[src/rtl/alu_pkg.sv]
// Shared types and encodings for the EX-stage ALU control and mul/div unit.
package alu_pkg;

    // Widened ALU control codes; the legacy 3-bit codes keep MSB = 0.
    typedef enum logic [3:0] {
        CTRL_AND  = 4'b0000,
        CTRL_OR   = 4'b0001,
        CTRL_ADD  = 4'b0010,
        CTRL_SUB  = 4'b0011,
        CTRL_SLT  = 4'b0100,
        CTRL_NOR  = 4'b0101,
        CTRL_XOR  = 4'b0110,
        CTRL_SLTU = 4'b0111,
        CTRL_MFHI = 4'b1000,
        CTRL_MFLO = 4'b1001
    } alu_ctrl_e;

    // Main-decoder ALU op classes.
    localparam logic [1:0] ALUOP_MEM    = 2'b00;
    localparam logic [1:0] ALUOP_BRANCH = 2'b01;
    localparam logic [1:0] ALUOP_RTYPE  = 2'b10;
    localparam logic [1:0] ALUOP_SUB    = 2'b11;

    // R-type funct encodings.
    localparam logic [5:0] FUNCT_AND   = 6'b100100;
    localparam logic [5:0] FUNCT_OR    = 6'b100101;
    localparam logic [5:0] FUNCT_ADD   = 6'b100000;
    localparam logic [5:0] FUNCT_SUB   = 6'b100010;
    localparam logic [5:0] FUNCT_SLT   = 6'b101010;
    localparam logic [5:0] FUNCT_NOR   = 6'b100111;
    localparam logic [5:0] FUNCT_XOR   = 6'b100110;
    localparam logic [5:0] FUNCT_SLTU  = 6'b101011;
    localparam logic [5:0] FUNCT_MFHI  = 6'b010000;
    localparam logic [5:0] FUNCT_MTHI  = 6'b010001;
    localparam logic [5:0] FUNCT_MFLO  = 6'b010010;
    localparam logic [5:0] FUNCT_MTLO  = 6'b010011;
    localparam logic [5:0] FUNCT_MULT  = 6'b011000;
    localparam logic [5:0] FUNCT_MULTU = 6'b011001;
    localparam logic [5:0] FUNCT_DIV   = 6'b011010;
    localparam logic [5:0] FUNCT_DIVU  = 6'b011011;

    // Mul/div sequencer states.
    typedef enum logic [1:0] {
        MD_IDLE = 2'b00,
        MD_MUL  = 2'b01,
        MD_DIV  = 2'b10,
        MD_FIX  = 2'b11
    } md_state_e;

    // True for the four functs that start an iterative operation.
    function automatic logic is_md_op(input logic [5:0] f);
        return (f == FUNCT_MULT) || (f == FUNCT_MULTU) ||
               (f == FUNCT_DIV)  || (f == FUNCT_DIVU);
    endfunction

    // True for every funct that reads or writes HI/LO and must wait for them.
    function automatic logic is_hilo_user(input logic [5:0] f);
        return is_md_op(f) ||
               (f == FUNCT_MFHI) || (f == FUNCT_MFLO) ||
               (f == FUNCT_MTHI) || (f == FUNCT_MTLO);
    endfunction

endpackage

[src/rtl/muldiv_core.sv]
// Iterative unsigned multiply (shift-add) / restoring divide, one bit per cycle.
// Operates on magnitudes only; sign handling lives in the parent.
module muldiv_core #(
    parameter int WIDTH = 32
) (
    input  logic             clk,
    input  logic             rst,
    input  logic             start_i,
    input  logic             abort_i,
    input  logic             is_div_i,
    input  logic [WIDTH-1:0] a_i,
    input  logic [WIDTH-1:0] b_i,
    output logic             last_o,
    output logic [WIDTH-1:0] hi_o,
    output logic [WIDTH-1:0] lo_o
);

    localparam int CNT_W = $clog2(WIDTH);

    logic [WIDTH-1:0] hi_q;
    logic [WIDTH-1:0] lo_q;
    logic [WIDTH-1:0] b_q;
    logic             is_div_q;
    logic             run_q;
    logic [CNT_W-1:0] cnt_q;

    logic [WIDTH:0]   mul_sum_s;
    logic [WIDTH:0]   div_sh_s;
    logic [WIDTH:0]   div_diff_s;
    logic [WIDTH-1:0] hi_d;
    logic [WIDTH-1:0] lo_d;

    // One iteration step: hi accumulates the partial product or remainder,
    // lo holds the multiplier being shifted out or the quotient shifted in.
    always_comb begin
        mul_sum_s  = {1'b0, hi_q} + (lo_q[0] ? {1'b0, b_q} : {(WIDTH+1){1'b0}});
        div_sh_s   = {hi_q, lo_q[WIDTH-1]};
        div_diff_s = div_sh_s - {1'b0, b_q};
        if (is_div_q) begin
            if (!div_diff_s[WIDTH]) begin
                hi_d = div_diff_s[WIDTH-1:0];
                lo_d = {lo_q[WIDTH-2:0], 1'b1};
            end else begin
                hi_d = div_sh_s[WIDTH-1:0];
                lo_d = {lo_q[WIDTH-2:0], 1'b0};
            end
        end else begin
            hi_d = mul_sum_s[WIDTH:1];
            lo_d = {mul_sum_s[0], lo_q[WIDTH-1:1]};
        end
    end

    assign last_o = run_q && (cnt_q == CNT_W'(WIDTH - 1));
    assign hi_o   = hi_q;
    assign lo_o   = lo_q;

    // Operand load on start, then WIDTH iteration steps counted by cnt_q.
    always_ff @(posedge clk or posedge rst) begin
        if (rst) begin
            hi_q     <= {WIDTH{1'b0}};
            lo_q     <= {WIDTH{1'b0}};
            b_q      <= {WIDTH{1'b0}};
            is_div_q <= 1'b0;
            run_q    <= 1'b0;
            cnt_q    <= {CNT_W{1'b0}};
        end else if (start_i) begin
            hi_q     <= {WIDTH{1'b0}};
            lo_q     <= a_i;
            b_q      <= b_i;
            is_div_q <= is_div_i;
            run_q    <= 1'b1;
            cnt_q    <= {CNT_W{1'b0}};
        end else if (abort_i) begin
            run_q    <= 1'b0;
            cnt_q    <= {CNT_W{1'b0}};
        end else if (run_q) begin
            hi_q     <= hi_d;
            lo_q     <= lo_d;
            cnt_q    <= cnt_q + CNT_W'(1);
            if (last_o) begin
                run_q <= 1'b0;
            end
        end
    end

endmodule

[src/rtl/alu_muldiv_ctrl.sv]
// EX-stage ALU control decode plus sequential mul/div with HI/LO registers
// and the pipeline stall request for HI/LO consumers.
module alu_muldiv_ctrl
    import alu_pkg::*;
#(
    parameter int WIDTH  = 32,
    parameter int CTRL_W = 4
) (
    input  logic              clk,
    input  logic              rst,
    input  logic              valid_i,
    input  logic [5:0]        funct_i,
    input  logic [1:0]        alu_op_i,
    input  logic [WIDTH-1:0]  rs_val_i,
    input  logic [WIDTH-1:0]  rt_val_i,
    input  logic              flush_i,
    output logic [CTRL_W-1:0] alu_ctrl_o,
    output logic              stall_o,
    output logic              busy_o,
    output logic              md_done_o,
    output logic [WIDTH-1:0]  hi_o,
    output logic [WIDTH-1:0]  lo_o
);

    md_state_e        state_q;
    logic             busy_q;
    logic             done_q;
    logic [WIDTH-1:0] hi_q;
    logic [WIDTH-1:0] lo_q;
    logic [WIDTH-1:0] rs_q;
    logic             neg_lo_q;
    logic             neg_hi_q;
    logic             div0_q;
    logic             is_div_q;

    alu_ctrl_e        ctrl_s;
    logic             rtype_s;
    logic             accept_s;
    logic             mt_s;
    logic             is_signed_s;
    logic             is_div_s;
    logic             rs_neg_s;
    logic             rt_neg_s;
    logic [WIDTH-1:0] a_mag_s;
    logic [WIDTH-1:0] b_mag_s;
    logic             core_abort_s;
    logic             core_last_s;
    logic [WIDTH-1:0] core_hi_s;
    logic [WIDTH-1:0] core_lo_s;
    logic [2*WIDTH-1:0] prod_s;
    logic [WIDTH-1:0] fix_hi_s;
    logic [WIDTH-1:0] fix_lo_s;

    // ALU control decode from op class and funct.
    always_comb begin
        ctrl_s = CTRL_ADD;
        case (alu_op_i)
            ALUOP_MEM, ALUOP_BRANCH: ctrl_s = CTRL_ADD;
            ALUOP_SUB:               ctrl_s = CTRL_SUB;
            ALUOP_RTYPE: begin
                case (funct_i)
                    FUNCT_AND:  ctrl_s = CTRL_AND;
                    FUNCT_OR:   ctrl_s = CTRL_OR;
                    FUNCT_ADD:  ctrl_s = CTRL_ADD;
                    FUNCT_SUB:  ctrl_s = CTRL_SUB;
                    FUNCT_SLT:  ctrl_s = CTRL_SLT;
                    FUNCT_NOR:  ctrl_s = CTRL_NOR;
                    FUNCT_XOR:  ctrl_s = CTRL_XOR;
                    FUNCT_SLTU: ctrl_s = CTRL_SLTU;
                    FUNCT_MFHI: ctrl_s = CTRL_MFHI;
                    FUNCT_MFLO: ctrl_s = CTRL_MFLO;
                    default:    ctrl_s = CTRL_ADD;
                endcase
            end
            default: ctrl_s = CTRL_ADD;
        endcase
    end

    assign alu_ctrl_o = CTRL_W'(ctrl_s);

    // Handshake qualifiers; flush suppresses any new HI/LO activity.
    always_comb begin
        rtype_s  = valid_i && (alu_op_i == ALUOP_RTYPE);
        accept_s = rtype_s && is_md_op(funct_i) && !flush_i && (state_q == MD_IDLE);
        mt_s     = rtype_s && !flush_i && (state_q == MD_IDLE) &&
                   ((funct_i == FUNCT_MTHI) || (funct_i == FUNCT_MTLO));
    end

    assign stall_o = rtype_s && busy_q && is_hilo_user(funct_i);

    // Operand magnitudes; the unsigned variants have funct bit 0 set.
    always_comb begin
        is_signed_s = !funct_i[0];
        is_div_s    = funct_i[1];
        rs_neg_s    = is_signed_s && rs_val_i[WIDTH-1];
        rt_neg_s    = is_signed_s && rt_val_i[WIDTH-1];
        a_mag_s     = rs_neg_s ? (~rs_val_i + {{(WIDTH-1){1'b0}}, 1'b1}) : rs_val_i;
        b_mag_s     = rt_neg_s ? (~rt_val_i + {{(WIDTH-1){1'b0}}, 1'b1}) : rt_val_i;
    end

    assign core_abort_s = flush_i && ((state_q == MD_MUL) || (state_q == MD_DIV));

    muldiv_core #(
        .WIDTH (WIDTH)
    ) u_core (
        .clk      (clk),
        .rst      (rst),
        .start_i  (accept_s),
        .abort_i  (core_abort_s),
        .is_div_i (is_div_s),
        .a_i      (a_mag_s),
        .b_i      (b_mag_s),
        .last_o   (core_last_s),
        .hi_o     (core_hi_s),
        .lo_o     (core_lo_s)
    );

    // Sign correction and divide-by-zero override applied in the FIX cycle.
    always_comb begin
        prod_s = {core_hi_s, core_lo_s};
        if (is_div_q) begin
            if (div0_q) begin
                fix_hi_s = rs_q;
                fix_lo_s = {WIDTH{1'b1}};
            end else begin
                fix_lo_s = neg_lo_q ? (~core_lo_s + {{(WIDTH-1){1'b0}}, 1'b1}) : core_lo_s;
                fix_hi_s = neg_hi_q ? (~core_hi_s + {{(WIDTH-1){1'b0}}, 1'b1}) : core_hi_s;
            end
        end else begin
            if (neg_lo_q) begin
                prod_s = ~prod_s + {{(2*WIDTH-1){1'b0}}, 1'b1};
            end else begin
                prod_s = prod_s;
            end
            fix_hi_s = prod_s[2*WIDTH-1:WIDTH];
            fix_lo_s = prod_s[WIDTH-1:0];
        end
    end

    // Sequencer: accept, iterate, fix up, commit HI/LO; flush aborts silently.
    always_ff @(posedge clk or posedge rst) begin
        if (rst) begin
            state_q  <= MD_IDLE;
            busy_q   <= 1'b0;
            done_q   <= 1'b0;
            hi_q     <= {WIDTH{1'b0}};
            lo_q     <= {WIDTH{1'b0}};
            rs_q     <= {WIDTH{1'b0}};
            neg_lo_q <= 1'b0;
            neg_hi_q <= 1'b0;
            div0_q   <= 1'b0;
            is_div_q <= 1'b0;
        end else begin
            done_q <= 1'b0;
            case (state_q)
                MD_IDLE: begin
                    if (accept_s) begin
                        state_q  <= is_div_s ? MD_DIV : MD_MUL;
                        busy_q   <= 1'b1;
                        rs_q     <= rs_val_i;
                        is_div_q <= is_div_s;
                        neg_lo_q <= rs_neg_s ^ rt_neg_s;
                        neg_hi_q <= rs_neg_s;
                        div0_q   <= (rt_val_i == {WIDTH{1'b0}});
                    end else if (mt_s) begin
                        if (funct_i[1]) begin
                            lo_q <= rs_val_i;
                        end else begin
                            hi_q <= rs_val_i;
                        end
                    end
                end
                MD_MUL, MD_DIV: begin
                    if (flush_i) begin
                        state_q <= MD_IDLE;
                        busy_q  <= 1'b0;
                    end else if (core_last_s) begin
                        state_q <= MD_FIX;
                    end
                end
                MD_FIX: begin
                    state_q <= MD_IDLE;
                    busy_q  <= 1'b0;
                    if (!flush_i) begin
                        hi_q   <= fix_hi_s;
                        lo_q   <= fix_lo_s;
                        done_q <= 1'b1;
                    end
                end
                default: begin
                    state_q <= MD_IDLE;
                    busy_q  <= 1'b0;
                end
            endcase
        end
    end

    assign busy_o    = busy_q;
    assign md_done_o = done_q;
    assign hi_o      = hi_q;
    assign lo_o      = lo_q;

endmodule

[config.mk]
export PLATFORM = sky130hd
export DESIGN_NAME = alu_muldiv_ctrl
export DESIGN_NICKNAME = d
export VERILOG_FILES = /design/src/rtl/alu_pkg.sv /design/src/rtl/muldiv_core.sv /design/src/rtl/alu_muldiv_ctrl.sv
export SDC_FILE = /design/constraint.sdc
export NUM_CORES = 1
export LEC_CHECK = 0
export ABC_CLOCK_PERIOD_IN_PS = 3700
export CAP_MARGIN = 20
export CORE_UTILIZATION = 40
export CTS_CLUSTER_SIZE = 30
export DETAILED_ROUTE_END_ITERATION = 8
export PLACE_DENSITY = 0.58
export SLEW_MARGIN = 20
export SYNTH_ARGS = -nofsm -noshare
export SYNTH_HDL_FRONTEND = slang
export SYNTH_HIERARCHICAL = 1
export SYNTH_SLANG_ARGS = --single-unit
[constraint.sdc]
create_clock -name clk -period 3.7 [get_ports clk]
set_clock_uncertainty 0.15 [all_clocks]
set_input_delay 0.74 -clock clk [delete_from_list [all_inputs] [get_ports clk]]
set_output_delay 0.74 -clock clk [all_outputs]
set_load 0.05 [all_outputs]
# --- Yosys cells after proc, flatten, opt, wreduce, memory -nomap -nowiden ---
# Cells that the tools add are included.
op_classes:
  reduce_logical: 38
  muxes: 49
  bitwise_logic: 6
  add_sub_neg: 8
  n_eq_ne: 31
op_table:
  columns: ["op", "n"]
  rows:
  - ["2-to-1 mux 32 bit", 26]
  - ["adder 32 x 1 -> 32 bit (second input constant)", 4]
  - ["NOT 32 bit", 4]
  - ["case mux 32 bit (2 select lines)", 2]
  - ["adder 64 x 1 -> 64 bit (second input constant)", 1]
  - ["2-to-1 mux 64 bit", 1]
  - ["NOT 64 bit", 1]
  - ["== test 6 x 5 -> 1 bit (second input constant)", 8]
  - ["== test 6 bit (second input constant)", 7]
  - ["case mux 4 bit (9 select lines)", 1]
  - ["adder 32 x 33 -> 33 bit", 1]
  - ["subtractor 33 x 32 -> 33 bit", 1]
  - ["logical NOT 32 bit", 1]
  - ["!= test 2 bit (second input constant)", 8]
  - ["2-to-1 mux 5 bit", 3]
  - ["logical AND 1 bit", 13]
  - ["case mux 4 bit (3 select lines)", 1]
  - ["AND reduction 5 bit", 2]
  - ["logical OR 1 bit", 9]
  - ["2-to-1 mux 1 bit", 9]
  - ["== test 2 bit (second input constant)", 4]
  - ["2-to-1 mux 2 bit", 4]
  - ["AND reduction 2 bit", 4]
  - ["case mux 2 bit (3 select lines)", 1]
  - ["other kinds (11)", 16]
word_totals:
  reg_bits: 207
  word_cells: 148
  inputBits: 76

# --- Longest topological paths before layout ---
# Gate-level depths: netlist of the first run.
logic_depth:
  word_depth: 9
  ltp_mapped: 13
  depth_no_buf: 13

# --- Cells and area by module ---
# The synthesis of the first run kept the hierarchy.
modules_own_cells:
  columns: ["module", "n_inst", "cells_each", "area_each_um2", "seq_area_each_um2"]
  rows:
  - ["alu_muldiv_ctrl", 1, 1189, 9218.8, 2602.5]
  - ["muldiv_core", 1, 1067, 8762.2, 2577.5]

# --- Worst setup path after synthesis of the first run ---
# No wires, ideal clock.
synth_timing:
  kind: "input to output"
  start: "input funct_i[1]"
  end: "output alu_ctrl_o[2]"
  required_ns: 2.810
  path_buffers: 1
  path_stages: 3
  arrival_time_ns: 2.753
  slack_ns: 0.057
  path_cell_list: "clkbuf_1 nand2_1 nor4b_1"
synth_via:
  elab_chain_cells: 3
  word_cells_on_any_way: 11
  cone_classes: "eq/ne (9); mux (2)"
synth_lines:
  columns: ["element", "line", "text"]
  rows:
  - ["from (decl)", "alu_muldiv_ctrl.sv:12", "input logic [5:0] funct_i,"]
  - ["== test 6 x 5 -> 1 bit / == test 6 bit (equally long branches)", "alu_muldiv_ctrl.sv:61", "case (funct_i)"]
  - ["case mux 4 bit (9 select lines) (*)", "alu_muldiv_ctrl.sv:61", null]
  - ["case mux 4 bit (3 select lines) (*)", "alu_muldiv_ctrl.sv:57", "case (alu_op_i)"]
  - ["to (decl)", "alu_muldiv_ctrl.sv:17", "output logic [CTRL_W-1:0] alu_ctrl_o,"]
# Every way passes the cells marked *; elsewhere a longest branch is shown, timed or not.

# --- Worst setup path in the final report of the first run ---
layout_timing:
  start: "register u_core.lo_q[0], in the netlist u_core/lo_o[0]"
  end: "register u_core.hi_q[28], in the netlist u_core/hi_o[28]"
layout_via:
  elab_chain_cells: 6
layout_lines:
  columns: ["element", "line", "text"]
  rows:
  - ["from (decl)", "muldiv_core.sv:21", "logic [WIDTH-1:0] lo_q;"]
  - ["from (signal assigned)", "muldiv_core.sv:61", "lo_q <= {WIDTH{1'b0}};"]
  - ["from (signal assigned)", "muldiv_core.sv:68", "lo_q <= a_i;"]
  - ["from (signal assigned)", "muldiv_core.sv:78", "lo_q <= lo_d;"]
  - ["2-to-1 mux 32 bit", "muldiv_core.sv:36", "mul_sum_s = {1'b0, hi_q} + (lo_q[0] ? {1'b0, b_q} : {(WIDTH+1){1'b0}});"]
  - ["adder 32 x 33 -> 33 bit", "muldiv_core.sv:36", null]
  - ["2-to-1 mux 32 bit", "muldiv_core.sv:39", "if (is_div_q) begin"]
  - ["2-to-1 mux 32 bit", "muldiv_core.sv:76", "end else if (run_q) begin"]
  - ["2-to-1 mux 32 bit", "muldiv_core.sv:73", "end else if (abort_i) begin"]
  - ["2-to-1 mux 32 bit", "muldiv_core.sv:66", "end else if (start_i) begin"]
  - ["to (signal assigned)", "muldiv_core.sv:60", "hi_q <= {WIDTH{1'b0}};"]
  - ["to (signal assigned)", "muldiv_core.sv:67", "hi_q <= {WIDTH{1'b0}};"]
  - ["to (signal assigned)", "muldiv_core.sv:77", "hi_q <= hi_d;"]
  - ["to (decl)", "muldiv_core.sv:20", "logic [WIDTH-1:0] hi_q;"]
# Every way passes these cells. The select of a mux whose other input is x is not followed.
# A chain may end at the register's enable or synchronous reset.

==> results of run 1 <==
-- critical path, delay by kind of cell, from the launching register on --
kind / cells / cell delay [ns]
AO/OA/AOI/OAI: 7 / 1.67
XOR/XNOR: 1 / 0.08
adder cells (fa/ha/maj): 1 / 0.30
buffers and inverters: 4 / 0.57
flip-flops: 1 / 0.41
AND/OR/NAND/NOR: 2 / 0.33
-- stage by stage --
| step | instance area (um^2) | total power, mW | setup WS, ns |
|---|---|---|---|
| floorplan | 18000 | 7.66 | 0.0570 |
| CTS | 21900 | 13.0 | 0.0927 |
| global placement | 21000 | 10.2 | 0.123 |
| global route | 21900 | 13.6 | -0.0488 |
| detailed placement | 21000 | 10.3 | 0.0945 |
| finish | 21900 | 12.9 | 0.0759 |
-- worst max path at each step --
stage                               start  slack (ns)                           to
2_1_floorplan                  funct_i[1]        0.06                alu_ctrl_o[2]
3_3_place_gp                   funct_i[4]        0.12   u_core/hi_o[2]$_DFFE_PP0P_
3_5_place_dp                   funct_i[4]        0.09   u_core/hi_o[2]$_DFFE_PP0P_
4_1_cts        u_core/lo_o[0]$_DFFE_PP0P_        0.09  u_core/hi_o[29]$_DFFE_PP0P_
5_1_grt        u_core/lo_o[0]$_DFFE_PP0P_       -0.05  u_core/hi_o[28]$_DFFE_PP0P_
6_report       u_core/lo_o[0]$_DFFE_PP0P_        0.08  u_core/hi_o[28]$_DFFE_PP0P_
-- area by class of cell --
cell class | instances | area (um^2) | share of cell area
Multi-Input combinational cell | 1819 | 11900 | 0.545
Sequential cell | 207 | 5180 | 0.237
Timing Repair Buffer | 311 | 2850 | 0.130
Clock buffer | 45 | 826 | 0.0377
Tap cell | 592 | 741 | 0.0338
Inverter | 82 | 315 | 0.0144
Clock inverter | 7 | 37.5 | 0.00171
-- repair_timing --
item	CTS	global route
resized for setup	0	5
endpoints found under the setup margin	0	5
hold endpoints to repair	0	0
-- flip-flops by register name (all words and copies together), names as in the netlist --
signal / flops
hi_o: 32
lo_o: 32
rs_q: 32
u_core/b_q: 32
u_core/hi_o: 32
u_core/lo_o: 32
u_core/cnt_q: 5
state_q: 2
busy_o: 1
div0_q: 1
is_div_q: 1
md_done_o: 1
neg_hi_q: 1
neg_lo_q: 1
u_core/is_div_q: 1
u_core/run_q: 1
-- cells by family after synthesis --
| kind of cell | count (synthesis) | share of synthesized area |
|---|---|---|
| buffers and inverters | 230 | 0.0516 |
| flip-flops | 207 | 0.288 |
| multiplexers | 91 | 0.0532 |
| AND/OR/NAND/NOR | 768 | 0.215 |
| adder cells (fa/ha/maj) | 74 | 0.0523 |
| XOR/XNOR | 167 | 0.0813 |
| AO/OA/AOI/OAI | 719 | 0.259 |
-- where the power goes --
group / internal [mW] / switching [mW] / leakage (nW)
Sequential: 2.78 / 0.486 / 2.63
Clock: 1.51 / 1.10 / 0.424
Combinational: 2.67 / 4.39 / 6.82
-- placed cells by master (no fill, tap or decap), types with 19 or more instances in the layout --
cell / instances
o21ai_0: 183
a31oi_1: 27
or3_1: 23
o31ai_1: 27
nor2_1: 189
nor3_1: 59
o22ai_1: 32
inv_1: 78
dfrtp_1: 206
xor2_1: 73
nand4_1: 25
mux2_2: 31
nand2b_1: 27
ha_1: 71
nand3_1: 33
nand2_1: 214
clkbuf_16: 29
a21o_1: 33
nor4_1: 37
xnor2_1: 94
a21oi_1: 176
mux2i_1: 58
o211ai_1: 19
a22oi_1: 21
o21ai_1: 21
and2_1: 45
and3_1: 22
buf_4: 157
clkdlybuf4s50_1: 141
a211oi_1: 19
-- metal layers --
| layer | GRT usage | up-vias | share of wire |
|---|---|---|---|
| li1 | - | 8657 | - |
| met1 | 0.398 | 8947 | 0.43 |
| met2 | 0.496 | 734 | 0.46 |
| met3 | 0.0322 | 134 | 0.059 |
| met4 | 0.149 | 0 | 0.052 |
| met5 | 0 | - | 0 |
==> run summary, run 1 <==
outcome: finished clean
Longest Clk Path Bufs: 3
CTS buffer count: 28
syn_nets: 2406
Setup TNS: 0 ns
Core Util, Final: 0.494
CP startpoint kind: flip-flop
initial antenna violation count: 1
Max stage delay on crit path: 0.41 ns
Worst setup EP type: flip-flop
# clock sinks: 207
Yosys cell types: 99
Die ar.: 45800 um^2
hold_sp: lo_o[21]$_DFFE_PP0P_
slowest CP cell: dfrtp_1
WL/cell: 23.0 um
Reg clk slew, reported paths: 0.06 ns
Pins Over Slew Limit: 0
Post-Syn Area: 18000 um^2
H-tree depth: 1
cell with the most instances after synthesis: nand2_1
reg2reg start: u_core/lo_o[0]$_DFFE_PP0P_
die width: 214 um
top-level port count: 147
Hold WC Path Type: flip-flop to flip-flop
hold path endpoint: lo_o[21]$_DFFE_PP0P_
post-synthesis sequential area ratio: 0.288
chip height: 214 um
CP Cell Sequence: buf_12, buf_4, nand2_1, inv_1, ha_1, a211oi_1, or2_2, o21ai_0, o211ai_1, a21oi_1, buf_4, a211oi_2, xnor2_1, a22o_1, a211o_1
post-DP HPWL: 53.8 mm
hold_buf cts: 0
worst slew pin tran: 1.09 ns
CP required: 4.00 ns
largest net degree at the start of global routing: 129
drc violations: 0
number of synthesized register bits: 207
Syn Inst Count: 2256
routed vias/inst: 6.03
gpl congestion: 0.977
clock latency on the worst-skew pair: 0.57 ns
YS warnings: 6
all-layer global routing usage: 0.303
number of synthesized flops with an enable pin: 0
CTS tree: built
Syn Area/Cell: 7.97 um^2
top cell type's share of synthesized area: 0.288
P&R area growth vs syn: 21.8%
global-route wire length before repair: 108 mm
n_diodes: 0
hold depth: 2
clock root buffer: clkbuf_16
Final period util: 0.979
Layout Nets: 2599
maxcap violations: 0
number of iterations in the first detailed-routing pass: 5
Placed Instances: 3011
gr ovfl total: 0
vias in the first global route: 17900
top post-synthesis cells by area: dfrtp_1 29%, o21ai_0 5.1%, ha_1 5.0%
Main synth FF type: dfrtp_1
post-synth top area cell: dfrtp_1
Synth async-reset ratio: 1.00
Via Count: 18500
Final setup viols: 0
RSZ-0062 raised after global routing: true
VDD IR max: 0.423 mV
# rows: 77
Fin. Hold Viols: 0
Crit path arrival time: 3.92 ns
Post-synth top cells: 215 x nand2_1, 207 x dfrtp_1, 191 x nor2_1, 183 x o21ai_0, 177 x a21oi_1
Detailed Route Iter0 Violations: 1691
cells on worst reg2reg path: 15
IO Port Bufs: 146
critical path type: flip-flop to flip-flop
Max Clk Rate: 276 MHz
post-CTS setup buffers: 0
Final ANT Viol Nets: 0
Hold WS: 0.326 ns
initial core utilization: 0.406
min cycle time layout: 3.62 ns
fill count: 4388
final non-filler cell total: 3063
core area: 44300 um^2
Crit Path Max Fanout: 24
P_leak: 9.87 nW
Worst R2R End: u_core/hi_o[28]$_DFFE_PP0P_
Rel. slew slack: 0.268
R2R Setup Slk: 0.08 ns
most frequent CP cell: buf_4
Routed WL: 70.3 mm
layout cells sized above 1: 0.123
pwr/cell area: 591 nW/um^2
(Power assumes the default switching activity.)
==> run 2, diff against run 1 <==
ABC_CLOCK_PERIOD_IN_PS = 3750   (was 3700)
PLACE_DENSITY = 0.55   (was 0.58)
SETUP_SLACK_MARGIN = 0.05   (was default)
clock period = 3.75 ns   (was 3.7 ns; I/O delays follow)
==> run 2 against run 1 <==
  * Sequential power is 2% lower
  * Critical path type unchanged
  * Combinational power is essentially flat
  * Non-clock buffer count is 29 higher
  * Worst setup slack improved by 0.13 ns
  * Critical path depth is 2 lower
  * Highest routed layer unchanged
  * Power decreased by 1.7%
==> run summary, run 2 (synthesis results as in run 1) <==
clock latency on the worst-skew pair: 0.59 ns (+0.02 ns)
drc violations: 0 (unchanged)
Die ar.: 45800 um^2 (unchanged)
Setup TNS: 0 ns (unchanged)
Reg clk slew, reported paths: 0.06 ns (about the same)
Rel. slew slack: 0.379 (+0.111)
vias in the first global route: 18000 (+0.63%)
Max stage delay on crit path: 0.49 ns (+0.08 ns)
grt peak-use layer: met2
grt met2 use: 0.509 (+0.0131)
Max Clk Rate: 282 MHz (+2.3%)
placed instance area: 21100 um^2 (+0.35%)
GRT met3 Usage: 0.0383 (+0.00610)
met1 Usage GRT: 0.407 (+0.00977)
routed vias/inst: 6.06 (+0.55%)
most common cell after layout, fill and taps aside: nand2_1
fill count: 4346 (-0.96%)
H-tree depth: 1 (unchanged)
Placed Instances: 3029 (+0.60%)
all-layer global routing usage: 0.313 (+0.00990)
layout cells sized above 1: 0.130 (+0.00669)
# clock sinks: 207 (unchanged)
min cycle time layout: 3.54 ns (-0.0803 ns)
total chip power: 12.7 mW (-1.7%)
WL/cell: 23.7 um (+3.4%)
pwr/cell area: 579 nW/um^2 (-2.0%)
worst slew pin tran: 0.930 ns (-0.165 ns)
critical path type: flip-flop to flip-flop
CP required: 4.07 ns (+0.07 ns)
Final setup viols: 0 (unchanged)
Crit Path Max Fanout: 9 (-63%)
final non-filler cell total: 3082 (+0.62%)
CTS buffer count: 27 (-3.6%)
design area: 22000 um^2 (+0.32%)
Core Util, Final: 0.496 (+0.00158)
post-DP HPWL: 56.1 mm (+4.2%)
Layout Nets: 2627 (+1.1%)
P&R area growth vs syn: 22.1%
Final ANT Viol Nets: 0 (unchanged)
cells on worst reg2reg path: 13 (-2)
Buf/Inv on CP: 1 (-3)
global-route wire length before repair: 111 mm (+2.3%)
CTS tree: built
maxcap violations: 0 (unchanged)
Final period util: 0.945 (-0.0345)
top-level port count: 147 (unchanged)
Detailed Route Iter0 Violations: 1677 (-0.83%)
gr ovfl total: 0 (unchanged)
Hold WC Path Type: flip-flop to flip-flop
Crit path arrival time: 3.86 ns (-0.06 ns)
CP Cell Sequence: and2_1, ha_1, inv_1, fa_1, nand2b_1, a21oi_1, o21a_1, o2111ai_1, a21o_1, a41oi_2, xnor2_1, o32ai_1, a221o_1
outcome: finished clean
RSZ-0062 raised after global routing: false
chip height: 214 um (unchanged)
core area: 44300 um^2 (unchanged)
initial antenna violation count: 0 (-1)
n_diodes: 0 (unchanged)
family with the most delay on the worst path: compound AO/OA/AOI/OAI gates
die width: 214 um (unchanged)
Worst setup EP type: flip-flop
gpl congestion: 0.980 (+0.33%)
# rows: 77 (unchanged)
largest net degree at the start of global routing: 68 (-47%)
Longest Clk Path Bufs: 3 (unchanged)
VDD IR max: 0.452 mV (+6.9%)
most frequent cells in the layout: 214 x nand2_1, 205 x dfrtp_1, 189 x nor2_1, 189 x buf_4, 182 x o21ai_0
Pins Over Slew Limit: 0 (unchanged)
initial core utilization: 0.406 (unchanged)
CP startpoint kind: flip-flop
R2R Setup Slk: 0.21 ns (+0.13 ns)
number of iterations in the first detailed-routing pass: 5 (unchanged)
cell depth of the worst setup path: 13 (-2)
IO Port Bufs: 146 (unchanged)
slowest CP cell: dfrtp_2
clock root buffer: clkbuf_16
Via Count: 18700 (+1.2%)
P_leak: 9.97 nW (+1.0%)
hold depth: 2 (unchanged)
Routed WL: 73.2 mm (+4.1%)
Fin. Hold Viols: 0 (unchanged)
[run 2: cell types whose count changed in the layout (fill, tap and decap cells not counted), sizes merged]
cell      previous run  this run
buf                170       199
clkbuf              45        39
clkinv               7         2
bufinv               0         1
clkinvlp             1         0
inv                 81        82
[run 2: worst min-delay path, cell delays in order, from the launching register on]
cell and delay, ns:
dfrtp_1 0.34, nand2_1 0.04, o21ai_0 0.06
[run 2: report_power, final]
group	switching, mW	internal, mW
registers	0.449	2.74
logic	4.43	2.59
clock network	1.07	1.43
total	5.95	6.77
[run 2: metrics by stage]
| stage | hold WS (ns) | setup WS (ns) |
|---|---|---|
| 2_1_floorplan | 0.295 | 0.0870 |
| 3_3_place_gp | 0.310 | -0.0394 |
| 3_5_place_dp | 0.320 | 0.0242 |
| 4_1_cts | 0.332 | 0.172 |
| 5_1_grt | 0.358 | 0.0894 |
| 6_report | 0.327 | 0.206 |
[run 2: final timing paths]
path                                       startpoint                          end
setup / recovery           u_core/lo_o[0]$_DFFE_PP0P_  u_core/hi_o[27]$_DFFE_PP0P_
hold / removal                   lo_o[14]$_DFFE_PP0P_         lo_o[14]$_DFFE_PP0P_
setup reg to reg           u_core/lo_o[0]$_DFFE_PP0P_  u_core/hi_o[27]$_DFFE_PP0P_
hold reg to reg                  lo_o[14]$_DFFE_PP0P_         lo_o[14]$_DFFE_PP0P_
max in group asynchronous                         rst   u_core/b_q[16]$_DFFE_PP0P_
min in group asynchronous                         rst         hi_o[12]$_DFFE_PP0P_
[run 2: area by class of cell]
class / instances / area [um^2] / area share
multi-input combinational: 1819 / 11900 / 0.542
sequential: 207 / 5180 / 0.236
inverter: 82 / 315 / 0.0144
clock buffer: 39 / 751 / 0.0342
clock inverter: 3 / 43.8 / 0.00199
timing repair buffer: 340 / 3020 / 0.137
tap: 592 / 741 / 0.0337
[run 2: metal layers]
| metal | up-vias | share of wire |
|---|---|---|
| met5 | - | 0 |
| met2 | 745 | 0.46 |
| met3 | 157 | 0.063 |
| met4 | 0 | 0.054 |
| li1 | 8697 | - |
| met1 | 9090 | 0.42 |
[run 2: what timing repair did]
| action | 4_1_cts | 5_1_grt |
|---|---|---|
| resized for setup | 1 | 2 |
| pin swaps | 0 | 1 |
| hold buffers | 0 | 0 |
| cloned | 0 | 0 |
| setup endpoints to repair | 2 | 12 |
| buffers inserted | 0 | 11 |
